[config.mk]
export PLATFORM = sky130hd
export DESIGN_NAME = pdm_decimator_1000x
export DESIGN_NICKNAME = d
export VERILOG_FILES = /design/src/rtl/pdm_decimator_1000x.sv
export SDC_FILE = /design/constraint.sdc
export NUM_CORES = 1
export LEC_CHECK = 0
export BUFFER_PORTS_ARGS = -buffer_cell sky130_fd_sc_hd__buf_2
export CELL_PAD_IN_SITES_DETAIL_PLACEMENT = 1
export CELL_PAD_IN_SITES_GLOBAL_PLACEMENT = 1
export CORE_ASPECT_RATIO = 0.9
export CORE_MARGIN = 5
export CORE_UTILIZATION = 54
export DETAILED_ROUTE_END_ITERATION = 10
export HOLD_SLACK_MARGIN = 0.1
export PLACE_DENSITY = 0.83
export SYNTH_ARGS = -nofsm -noshare
export SYNTH_HDL_FRONTEND = slang
export SYNTH_SLANG_ARGS = --single-unit
[constraint.sdc]
create_clock -name clk -period 8.95 [get_ports clk]
set_clock_uncertainty 0.2 [all_clocks]
set_input_delay 0.4475 -clock clk [delete_from_list [all_inputs] [get_ports clk]]
set_output_delay 0.4475 -clock clk [all_outputs]
set_load 0.01 [all_outputs]
[src/rtl/pdm_decimator_1000x.sv]
// Third-order CIC decimator turning a 1-bit PDM stream into unsigned samples.
// Integrators run on clk_en edges; the comb pipeline runs every clock after a tick.
module pdm_decimator_1000x #(
  parameter int DECIMATION   = 1000,
  parameter int OUTPUT_WIDTH = 8,
  parameter int ACC_WIDTH    = 30
) (
  input  logic                    clk,
  input  logic                    reset,
  input  logic                    clk_en,
  input  logic                    pdm_in,
  input  logic                    sync,
  output logic [OUTPUT_WIDTH-1:0] sample_out,
  output logic                    sample_valid
);

  localparam int CW = (DECIMATION > 1) ? $clog2(DECIMATION) : 1;
  localparam logic [CW-1:0] LAST_PHASE = CW'(DECIMATION - 1);

  logic [ACC_WIDTH-1:0]    i1_q, i1_d, i2_q, i2_d, i3_q, i3_d;
  logic [ACC_WIDTH-1:0]    c1_q, c1_d, c2_q, c2_d, c3_q, c3_d;
  logic [ACC_WIDTH-1:0]    dl0_q, dl0_d, dl1_q, dl1_d, dl2_q, dl2_d;
  logic [CW-1:0]           dec_cnt_q, dec_cnt_d;
  logic                    tick_q, tick_d;
  logic                    v1_q, v1_d, v2_q, v2_d, v3_q, v3_d;
  logic [OUTPUT_WIDTH-1:0] sample_out_q, sample_out_d;
  logic                    sample_valid_q, sample_valid_d;

  always_comb begin
    i1_d           = i1_q;
    i2_d           = i2_q;
    i3_d           = i3_q;
    dec_cnt_d      = dec_cnt_q;
    tick_d         = 1'b0;
    c1_d           = c1_q;
    c2_d           = c2_q;
    c3_d           = c3_q;
    dl0_d          = dl0_q;
    dl1_d          = dl1_q;
    dl2_d          = dl2_q;
    sample_out_d   = sample_out_q;

    if (clk_en) begin
      i1_d = i1_q + {{(ACC_WIDTH-1){1'b0}}, pdm_in};
      i2_d = i2_q + i1_q;
      i3_d = i3_q + i2_q;
    end

    // sync realigns the phase and swallows any wrap on the same edge
    if (sync) begin
      dec_cnt_d = '0;
    end else if (clk_en) begin
      if (dec_cnt_q == LAST_PHASE) begin
        dec_cnt_d = '0;
        tick_d    = 1'b1;
      end else begin
        dec_cnt_d = dec_cnt_q + CW'(1);
      end
    end

    v1_d = tick_q;
    if (tick_q) begin
      c1_d  = i3_q - dl0_q;
      dl0_d = i3_q;
    end

    v2_d = v1_q;
    if (v1_q) begin
      c2_d  = c1_q - dl1_q;
      dl1_d = c1_q;
    end

    v3_d = v2_q;
    if (v2_q) begin
      c3_d  = c2_q - dl2_q;
      dl2_d = c2_q;
    end

    sample_valid_d = v3_q;
    if (v3_q) begin
      sample_out_d = c3_q[ACC_WIDTH-1 -: OUTPUT_WIDTH];
    end
  end

  always_ff @(posedge clk) begin
    if (reset) begin
      i1_q           <= '0;
      i2_q           <= '0;
      i3_q           <= '0;
      c1_q           <= '0;
      c2_q           <= '0;
      c3_q           <= '0;
      dl0_q          <= '0;
      dl1_q          <= '0;
      dl2_q          <= '0;
      dec_cnt_q      <= '0;
      tick_q         <= 1'b0;
      v1_q           <= 1'b0;
      v2_q           <= 1'b0;
      v3_q           <= 1'b0;
      sample_out_q   <= '0;
      sample_valid_q <= 1'b0;
    end else begin
      i1_q           <= i1_d;
      i2_q           <= i2_d;
      i3_q           <= i3_d;
      c1_q           <= c1_d;
      c2_q           <= c2_d;
      c3_q           <= c3_d;
      dl0_q          <= dl0_d;
      dl1_q          <= dl1_d;
      dl2_q          <= dl2_d;
      dec_cnt_q      <= dec_cnt_d;
      tick_q         <= tick_d;
      v1_q           <= v1_d;
      v2_q           <= v2_d;
      v3_q           <= v3_d;
      sample_out_q   <= sample_out_d;
      sample_valid_q <= sample_valid_d;
    end
  end

  assign sample_out   = sample_out_q;
  assign sample_valid = sample_valid_q;

endmodule
==> results.sh <==
export IMPL_die_area_um2=34000
export IMPL_numPlacedInstances=2268
export IMPL_area_growth_pct=8.94
export IMPL_synth_edf_count=0
export IMPL_critPathMaxStageDelay_ps=400
export IMPL_p_int_mw=2.08
export IMPL_grt_pass1_wl_mm=68.5
export IMPL_drv_cap=0
export IMPL_antenna_left=0
export IMPL_synthMuxAreaShare_pct=10.8
export IMPL_most_common_layout_cells="nor2_1 (297), dfxtp_1 (268), mux2i_1 (174), ha_1 (147), inv_1 (121)"
export IMPL_cp_max_fo=4
export IMPL_pwr_share_seq_pct=45.7
export IMPL_layout_nets=2055
export IMPL_routedWlPerCell_um=16.9
export IMPL_synth_fa_ha_area_share_pct=11.7
export IMPL_first_pass_iters=4
export IMPL_clkLatencyLatePin_ps=550
export IMPL_fmax_mhz=273
export IMPL_hpwl_mm=27.8
export IMPL_via_count=13400
export IMPL_synth_xor_area_share_pct=6.45
export IMPL_setup_viol=0
export IMPL_path_cells="inv_1, ha_1, inv_1, fa_1, a21o_1, a21oi_1, o21a_1, o21ai_1, a21oi_1, a21oi_1, o21a_1, o21ai_0, mux2_2, a311o_1"
export IMPL_synth_seq_area_share_pct=33.0
export IMPL_diodes=0
export IMPL_relSlewSlack_pct=33.0
export IMPL_postSynthAreaPerCell_um2=8.58
export IMPL_irDropWorstVdd_v=0.000156
export IMPL_die_w_um=194
export IMPL_critPathKind="flip-flop to flip-flop"
export IMPL_end_kind="flip-flop"
export IMPL_ys_ff_latch=271
export IMPL_synth_flop_cell="dfxtp_1"
export IMPL_synth_top_family_by_area="simple AND/OR/NAND/NOR gates"
export IMPL_hold_viol=0
export IMPL_gp_congestion=0.888
export IMPL_final_max_slew_viol_count=0
export IMPL_core_area_um2=30000
export IMPL_antenna_found_initial=0
export IMPL_slowest_stage="fa_1"
export IMPL_rows=60
export IMPL_synth_cells=1916
export IMPL_io_pins=14
export IMPL_crit_top_cell="a21oi_1"
export IMPL_layout_min_cycle_time_ps=3660
export IMPL_synth_simple_area_share_pct=17.6
export IMPL_htreeDepth=1
export IMPL_critPathRequiredTime_ps=9200
export IMPL_hp_class="primary input to flip-flop"
export IMPL_port_buffers=13
export IMPL_status="complete, no violations"
export IMPL_cts_resized=0
export IMPL_switching_share_pct=22.0
export IMPL_drt_iter0_markers=543
export IMPL_worstPathArrival_ps=3910
export IMPL_cts_setup_buffers=0
export IMPL_synth_cell_types=72
export IMPL_start_util_pct=54.9
export IMPL_drive_above_1_share_pct=4.94
export IMPL_first_global_vias=14300
export IMPL_die_h_um=176
export IMPL_track_usage_pct=22.9
export IMPL_critPathLaunchType="flip-flop"
export IMPL_finalNonFillerCells=2325
export IMPL_leakagePower_nw=7.43
export IMPL_syn_area_um2=16400
export IMPL_cts_tree="done"
export IMPL_tns_ps=0
export IMPL_clock_path_buffers=3
export IMPL_clk_pin_slew_ps=70
export IMPL_synth_warnings=0
export IMPL_grt_ovfl_total=0
export IMPL_drt_total_wl_mm=39.3
export IMPL_tightestPinTransition_ps=1010
export IMPL_viasPerCell=5.78
export IMPL_numCtsBuffers=30
export IMPL_rsz0062_at_grt="false"
export IMPL_synth_compound_area_share_pct=16.1
export IMPL_pwr_share_clk_pct=49.8
export IMPL_layout_commonest_cell="nor2_1"
export IMPL_ctsRootBufferMaster="clkbuf_16"
export IMPL_p_sw_mw=0.585
export IMPL_power_density_nw_per_um2=149
export IMPL_post_route_period_util_pct=40.9
export IMPL_grt_max_degree=86
export IMPL_drc=0
export IMPL_synthArstFlopShare_pct=0
export IMPL_pwr_share_comb_pct=4.5
export IMPL_path_delay_family="compound AO/OA/AOI/OAI gates"
export IMPL_cts_sinks=271
export IMPL_syn_num_nets=2072
export IMPL_path_buf_inv=2
flip-flops by register name, indices dropped and copies added, names as in the netlist, 8 cells and up:
name        flops
c1_q           30
c2_q           30
c3_q            8
dec_cnt_q      10
dl0_q          30
dl1_q          30
dl2_q          30
i1_q           30
i2_q           30
i3_q           30
sample_out      8
per-stage QoR:
step           hold WS (ps)  instance area, um^2  util, %  power, mW  setup WS, ps
2_1_floorplan           256                16400        -       1.33          5710
6_report                152                17900     59.8       2.66          5290
5_1_grt                 192                17900     59.8       2.76          5110
3_3_place_gp            271                16800     56.1       1.36          5420
4_1_cts                 138                17900     59.8       2.69          5290
3_5_place_dp            282                16800     56.1       1.36          5310
cells in the mapped netlist (12+ instances only):
library cell	instances	area [um^2]
a211oi_1	27	203
a21o_1	70	526
a21oi_1	93	465
a31oi_1	16	100
and3_1	17	106
clkbuf_1	63	236
dfxtp_1	271	5430
ha_1	147	1840
inv_1	121	454
mux2i_1	174	1740
nand2_1	75	282
nand2b_1	25	156
nand3_1	47	235
nand4_1	24	150
nor2_1	297	1110
nor2b_1	26	163
nor3_1	27	135
nor3b_1	13	97.6
o21a_1	19	143
o21ai_0	57	285
or3_1	12	75.1
xnor2_1	66	578
xor2_1	55	482
cell type report:
cell class,instances,area (um^2)
timing repair buffer,23,156
clock inverter,13,195
clock buffer,42,877
inverter,122,458
tap,403,504
multi-input combinational,1451,10300
sequential,271,5430
fill,3496,12000
cell families after synthesis:
group / count (synthesis)
AO/OA/AOI/OAI: 392
flip-flops: 271
multiplexers: 177
XOR/XNOR: 121
AND/OR/NAND/NOR: 610
buffers and inverters: 194
adder cells (fa/ha/maj): 151
worst reg2reg max path, stage by stage (launching register included):
cell,delay [ps]
dfxtp_1,330
inv_1,60
ha_1,160
inv_1,50
fa_1,400
a21o_1,200
a21oi_1,260
o21a_1,180
o21ai_1,120
a21oi_1,380
a21oi_1,150
o21a_1,200
o21ai_0,180
mux2_2,360
a311o_1,320
repair_timing:
action,CTS,global route
hold endpoints to repair,3,0
hold buffers,2,0
setup endpoints to repair,0,0
path summary, 6_finish.rpt:
path | startpoint | endpoint | slack [ps] | cells after the start
worst max-delay path | c1_q[0]$_SDFFE_PP0P_ | c2_q[22]$_SDFFE_PP0P_ | 5290 | 14
worst min-delay path | reset | v2_q$_SDFF_PP0_ | 150 | 2
worst min register to register | sample_out[6]$_SDFFE_PP0P_ | sample_out[6]$_SDFFE_PP0P_ | 290 | 2
worst max register to register | c1_q[0]$_SDFFE_PP0P_ | c2_q[22]$_SDFFE_PP0P_ | 5290 | 14
routing by layer:
metal	vias up	GRT usage (%)	wire, um
met5	-	0	0
met4	0	4.77	819
met3	48	2.30	912
met2	126	42.0	19200
met1	6527	29.5	18400
li1	6739	-	-
power groups by stage:
stage / Combinational, mW / Sequential, mW / Clock [mW]
2_1_floorplan: 0.0927 / 1.24 / 0
3_3_place_gp: 0.115 / 1.24 / 0
3_5_place_dp: 0.118 / 1.24 / 0
4_1_cts: 0.120 / 1.22 / 1.35
5_1_grt: 0.132 / 1.22 / 1.41
6_report: 0.120 / 1.22 / 1.33
(Power assumes the default switching activity.)
